--- config.mk ---
export PLATFORM = sky130hd
export DESIGN_NAME = ysyx_23060096_ifu
export DESIGN_NICKNAME = d
export VERILOG_FILES = /design/src/rtl/ysyx_23060096_ifu_pkg.sv /design/src/rtl/ysyx_23060096_ifu_fifo.sv /design/src/rtl/ysyx_23060096_ifu.sv
export SDC_FILE = /design/constraint.sdc
export NUM_CORES = 1
export LEC_CHECK = 0
export BUFFER_PORTS_ARGS = -buffer_cell sky130_fd_sc_hd__buf_2
export CORE_UTILIZATION = 45
export DETAILED_ROUTE_END_ITERATION = 10
export GPL_TIMING_DRIVEN = 0
export PLACE_DENSITY = 0.7
export REMOVE_ABC_BUFFERS = 1
export SYNTH_ARGS = -nofsm -noshare
export SYNTH_HDL_FRONTEND = slang
export SYNTH_HIERARCHICAL = 1
export SYNTH_SLANG_ARGS = --single-unit
--- constraint.sdc ---
create_clock -name clk -period 9.2 [get_ports clk]
set_input_delay 0 -clock clk [delete_from_list [all_inputs] [get_ports clk]]
set_output_delay 0 -clock clk [all_outputs]
set_load 0.01 [all_outputs]
--- src/rtl/ysyx_23060096_ifu_pkg.sv ---
// Shared constants and FSM state encoding for the ysyx_23060096 instruction fetch unit.
package ysyx_23060096_ifu_pkg;

  localparam int INST_W     = 32;
  localparam int INST_BYTES = 4;

  typedef logic [1:0] ifu_state_t;

  localparam ifu_state_t FETCH = 2'd0;
  localparam ifu_state_t WAIT  = 2'd1;
  localparam ifu_state_t HALT  = 2'd2;

endpackage

--- src/rtl/ysyx_23060096_ifu_fifo.sv ---
// Instruction buffer: synchronous FIFO with push, pop, flush and an occupancy count.
module ysyx_23060096_ifu_fifo #(
  parameter int DEPTH = 2,
  parameter int WIDTH = 64
) (
  input  logic                       clk,
  input  logic                       rstn,
  input  logic                       push_i,
  input  logic                       pop_i,
  input  logic                       flush_i,
  input  logic [WIDTH-1:0]           data_i,
  output logic [WIDTH-1:0]           data_o,
  output logic [$clog2(DEPTH):0]     count_o
);

  localparam int AW = $clog2(DEPTH);
  localparam int CW = AW + 1;

  logic [WIDTH-1:0] mem_q [DEPTH];
  logic [CW-1:0]    wr_q;
  logic [CW-1:0]    rd_q;

  // Pointers carry one extra wrap bit so full and empty stay distinguishable.
  always_ff @(posedge clk or negedge rstn) begin
    if (!rstn) begin
      wr_q <= '0;
      rd_q <= '0;
    end else if (flush_i) begin
      wr_q <= '0;
      rd_q <= '0;
    end else begin
      if (push_i) wr_q <= wr_q + 1'b1;
      if (pop_i)  rd_q <= rd_q + 1'b1;
    end
  end

  always_ff @(posedge clk) begin
    if (push_i && !flush_i) mem_q[wr_q[AW-1:0]] <= data_i;
  end

  assign data_o  = mem_q[rd_q[AW-1:0]];
  assign count_o = wr_q - rd_q;

endmodule

--- src/rtl/ysyx_23060096_ifu.sv ---
// Instruction fetch unit: one outstanding imem request, buffered delivery to decode,
// redirect/halt handling. Optional IFU_ALIGN_CHECK_EN adds misaligned-redirect trapping.
module ysyx_23060096_ifu
  import ysyx_23060096_ifu_pkg::*;
#(
  parameter int              XLEN     = 32,
  parameter logic [XLEN-1:0] RESET_PC = 32'h8000_0000,
  parameter int              DEPTH    = 2
) (
  input  logic            clk,
  input  logic            rstn,
  output logic            imem_req_valid,
  input  logic            imem_req_ready,
  output logic [XLEN-1:0] imem_req_addr,
  input  logic            imem_rsp_valid,
  input  logic [31:0]     imem_rsp_data,
  output logic            inst_valid,
  input  logic            inst_ready,
  output logic [31:0]     inst,
  output logic [XLEN-1:0] inst_pc,
  input  logic            redirect_valid,
  input  logic [XLEN-1:0] redirect_pc,
  input  logic            halt,
  output logic            halted
`ifdef IFU_ALIGN_CHECK_EN
  ,
  output logic            misalign_err
`endif
);

  localparam int EW = XLEN + INST_W;
  localparam int CW = $clog2(DEPTH) + 1;

  ifu_state_t      state_q, state_d;
  logic [XLEN-1:0] pc_q, pc_d;
  logic [XLEN-1:0] req_pc_q, req_pc_d;
  logic            drop_q, drop_d;

  logic            push, pop, flush;
  logic [CW-1:0]   count;
  logic [EW-1:0]   head;
  logic            req_hs;
  logic            mis_go, halt_go, redirect_go;
  logic [XLEN-1:0] redirect_tgt;

`ifdef IFU_ALIGN_CHECK_EN
  assign mis_go       = redirect_valid && (redirect_pc[1:0] != 2'b00);
  assign redirect_tgt = redirect_pc;
`else
  assign mis_go       = 1'b0;
  assign redirect_tgt = redirect_pc & ~XLEN'(3);
`endif

  // Halt beats redirect; nothing but reset leaves HALT.
  assign halt_go     = (state_q != HALT) && (halt || mis_go);
  assign redirect_go = (state_q != HALT) && !halt_go && redirect_valid;
  assign flush       = halt_go || redirect_go;

  assign imem_req_valid = rstn && (state_q == FETCH) && (count != CW'(DEPTH));
  assign imem_req_addr  = pc_q;
  assign req_hs         = imem_req_valid && imem_req_ready;

  assign inst_valid = (count != '0);
  assign pop        = inst_valid && inst_ready;
  assign inst       = head[INST_W-1:0];
  assign inst_pc    = head[EW-1:INST_W];
  assign halted     = (state_q == HALT);

  always_comb begin
    state_d  = state_q;
    pc_d     = pc_q;
    req_pc_d = req_pc_q;
    drop_d   = drop_q;
    push     = 1'b0;
    if (halt_go) begin
      state_d = HALT;
    end else if (redirect_go) begin
      pc_d = redirect_tgt;
      // The in-flight response (or one launched this cycle) belongs to the old path.
      if (state_q == WAIT) begin
        if (imem_rsp_valid) begin
          state_d = FETCH;
          drop_d  = 1'b0;
        end else begin
          drop_d  = 1'b1;
        end
      end else if (req_hs) begin
        state_d  = WAIT;
        req_pc_d = pc_q;
        drop_d   = 1'b1;
      end
    end else begin
      case (state_q)
        FETCH: if (req_hs) begin
          pc_d     = pc_q + XLEN'(INST_BYTES);
          req_pc_d = pc_q;
          state_d  = WAIT;
        end
        WAIT: if (imem_rsp_valid) begin
          push    = !drop_q;
          drop_d  = 1'b0;
          state_d = FETCH;
        end
        default: ;
      endcase
    end
  end

  always_ff @(posedge clk or negedge rstn) begin
    if (!rstn) begin
      state_q  <= FETCH;
      pc_q     <= RESET_PC;
      req_pc_q <= RESET_PC;
      drop_q   <= 1'b0;
    end else begin
      state_q  <= state_d;
      pc_q     <= pc_d;
      req_pc_q <= req_pc_d;
      drop_q   <= drop_d;
    end
  end

`ifdef IFU_ALIGN_CHECK_EN
  logic mis_err_q;

  always_ff @(posedge clk or negedge rstn) begin
    if (!rstn)                mis_err_q <= 1'b0;
    else if (halt_go && !halt) mis_err_q <= 1'b1;
  end

  assign misalign_err = mis_err_q;
`endif

  ysyx_23060096_ifu_fifo #(
    .DEPTH (DEPTH),
    .WIDTH (EW)
  ) u_fifo (
    .clk     (clk),
    .rstn    (rstn),
    .push_i  (push),
    .pop_i   (pop),
    .flush_i (flush),
    .data_i  ({req_pc_q, imem_rsp_data}),
    .data_o  (head),
    .count_o (count)
  );

endmodule
==> impl_metrics.toml <==
[outcome]
status = "finished, final reports clean"

[timing]
rsz0062_at_grt = "no"
max_freq_mhz = 279
post-route-period-util_pct = 38.9
setup_ws_ps = 5620
drv_slew = 0
finalHoldViolations = 0
period_needed_ps = 3580
tightest_slew_ps = 945
setup_violations = 0
hold_slack_ps = 21.5
relSlewSlack_pct = 37.0
finClkSkew_ps = 15.1

[die]
fp.dieW_um = 136
ios = 170
row_count = 48
die_h_um = 136
start_util_pct = 46.4
dieArea_um2 = 18500
core_area_um2 = 17400

[placed_design]
placedCellCount = 981
hpwlAfterDp_um = 11900
pre_cts_ws_ps = 5600
gp_congestion = 0.820
port_buffers = 165

[clock_network]
path_clk_slew_ps = 70
ctsRootBufferMaster = "clkbuf_16"
cts_tree = "yes"
cts_buffers = 17
clk_latency_ps = 430
htree_levels = 4
cts_num_sinks = 195
clock_path_buffers = 2

[global_route]
grt_pass1_wl_um = 28000
grt_util_all_layers_pct = 20.0
grt.met1_usage_pct = 24.9
grt_overflow_total = 0
grt_max_degree = 69
first_global_vias = 5514
antenna_found_initial = 0
grt_use_met2_pct = 34.6
busiest_layer = "met2"
met3_usage_pct = 3.21

[synth]
synth-edff-count = 128
yosys.area_share.simple_pct = 13.4
synthAdderAreaFrac_pct = 0.309
synth_compound_area_share_pct = 4.35
synth_xor_area_share_pct = 2.17
synth.yosys.warnings = 6
ys_types = 60
synthArstFlopShare_pct = 34.4
ys_seq_area_share_pct = 68.3
muxShareOfSynthArea_pct = 9.16
synth_top_family_by_area = "simple AND/OR/NAND/NOR gates"
netlist_area_um2 = 8090
syn_area_per_cell_um2 = 13.6
ys.flop_type = "edfxtp_1"
syn_inst = 596
synth-seq-cells = 195

[worst_setup_path]
path_class = "reg2reg"
crit_required_ps = 9540
timing.critical_path.arrival_ps = 3920
critPathLaunchType = "flop"
endpoint_kind = "flop"
critPathMaxFanout = 68

[drt]
first_pass_iters = 5
vias = 5548
vias_per_cell = 5.14
drt_iter0_drc = 287
routed_wl_um = 18000
wl_per_cell_um = 16.7
antenna_left = 0
drcViolationCount = 0

[power_and_ir_drop]
powerDensity_nw_per_um2 = 200
p_total_mw = 2.10
ir_drop_v = 0.000133
leakage_nw = 4.35

[layout]
layout_commonest_cell = "buf_2"
multi_input_area_um2 = 2420
final_cell_count_no_fill = 1079
nets = 914
area_delta_synth_final_pct = 30.1
final_cell_mix = "164 x buf_2, 128 x edfxtp_1, 119 x nand2_1"
antennaDiodeCount = 0
ff_latch_area_um2 = 5530
nFillCells = 1422
drive_gt1_share_pct = 34.3

[hold_path]
min_path_type = "in2reg"

[run]
cap_violations = 0
-- worst paths after layout --
kind | startpoint | end | slack (ps) | depth (start not counted)
min | redirect_pc[14] | imem_req_addr[14] | 20 | 4
min in group asynchronous | rstn | req_pc_q[27] | 40 | 2
max | u_fifo/rd_q[0] | imem_req_addr[31] | 5620 | 8
min reg2reg | req_pc_q[24] | u_fifo/mem_q[0][56] | 470 | 0
max reg2reg | u_fifo/rd_q[0] | imem_req_addr[31] | 5620 | 8
max in group asynchronous | rstn | u_fifo/rd_q[0] | 8570 | 3
-- layer usage --
metal | up-vias | routed length [µm]
li1 | 2643 | -
met1 | 2685 | 7710
met2 | 204 | 9140
met3 | 16 | 931
met4 | 0 | 251
met5 | - | 0
-- registers in the layout, summed over array words and instances, names as in the netlist --
register and count:
u_fifo/wr_q 2, u_fifo/mem_q 128, imem_req_addr 30, drop_q 1, req_pc_q 30, u_fifo/rd_q 2
state_q 2
-- worst max-delay path: stages, from the launching register on --
cell and delay [ps]:
dfrtp_4 1050, ha_1 300, xnor2_1 130, xnor2_1 100, nand2b_1 210, and3_2 830
nand3_4 180, or4b_1 510, a31oi_1 170
-- layout make-up --
| class | count | area share [%] |
|---|---|---|
| clock buffer | 21 | 4.37 |
| clock inverter | 11 | 1.01 |
| inverter | 9 | 0.321 |
| multi-input combinational | 371 | 23.0 |
| sequential | 195 | 52.5 |
| tap | 225 | 2.67 |
| timing repair buffer | 247 | 16.1 |
-- stage by stage --
stage	util [%]	cell area, µm²	TNS (ps)
after floorplan	-	7950	0
after global placement	52.0	9060	-32080
after detailed placement	53.4	9300	0
after CTS	60.4	10500	0
after global routing	60.4	10500	0
final	60.4	10500	0
-- power by group --
group / switching, mW / leakage [nW] / internal, mW / total [mW]
sequential: 0.0846 / 2.05 / 0.952 / 1.04
clock: 0.316 / 0.275 / 0.390 / 0.706
combinational: 0.149 / 2.02 / 0.213 / 0.362
-- synthesized netlist by cell type (all sizes together) (5+ instances only) --
cell type	n	share of area (%)
nor3	10	0.76
dfrtp	65	20
nor3b	7	0.65
nand4	15	1.2
buf	19	1.6
nand2	119	5.5
clkbuf	7	0.32
xor2	13	1.4
and3	5	0.40
nand3	20	1.5
nor2	21	0.97
xnor2	7	0.76
o21ai	24	1.5
and2	5	0.40
inv	9	0.42
a21oi	9	0.56
mux2	64	8.9
edfxtp	128	48
-- cell families after synthesis --
| group | after synthesis |
|---|---|
| fa+ha+maj | 2 |
| xor+xnor | 20 |
| simple gates | 221 |
| flops | 195 |
| buf+inv | 35 |
| compound gates | 56 |
| other cells | 1 |
| mux | 66 |
-- timing repair --
action                                 4_1_cts  5_1_grt
endpoints found under the hold margin      164        0
buffers inserted                             0        0
gates resized for setup                      0        0
hold buffers                                66        0
Note: power is estimated with default switching activity, not from simulation.
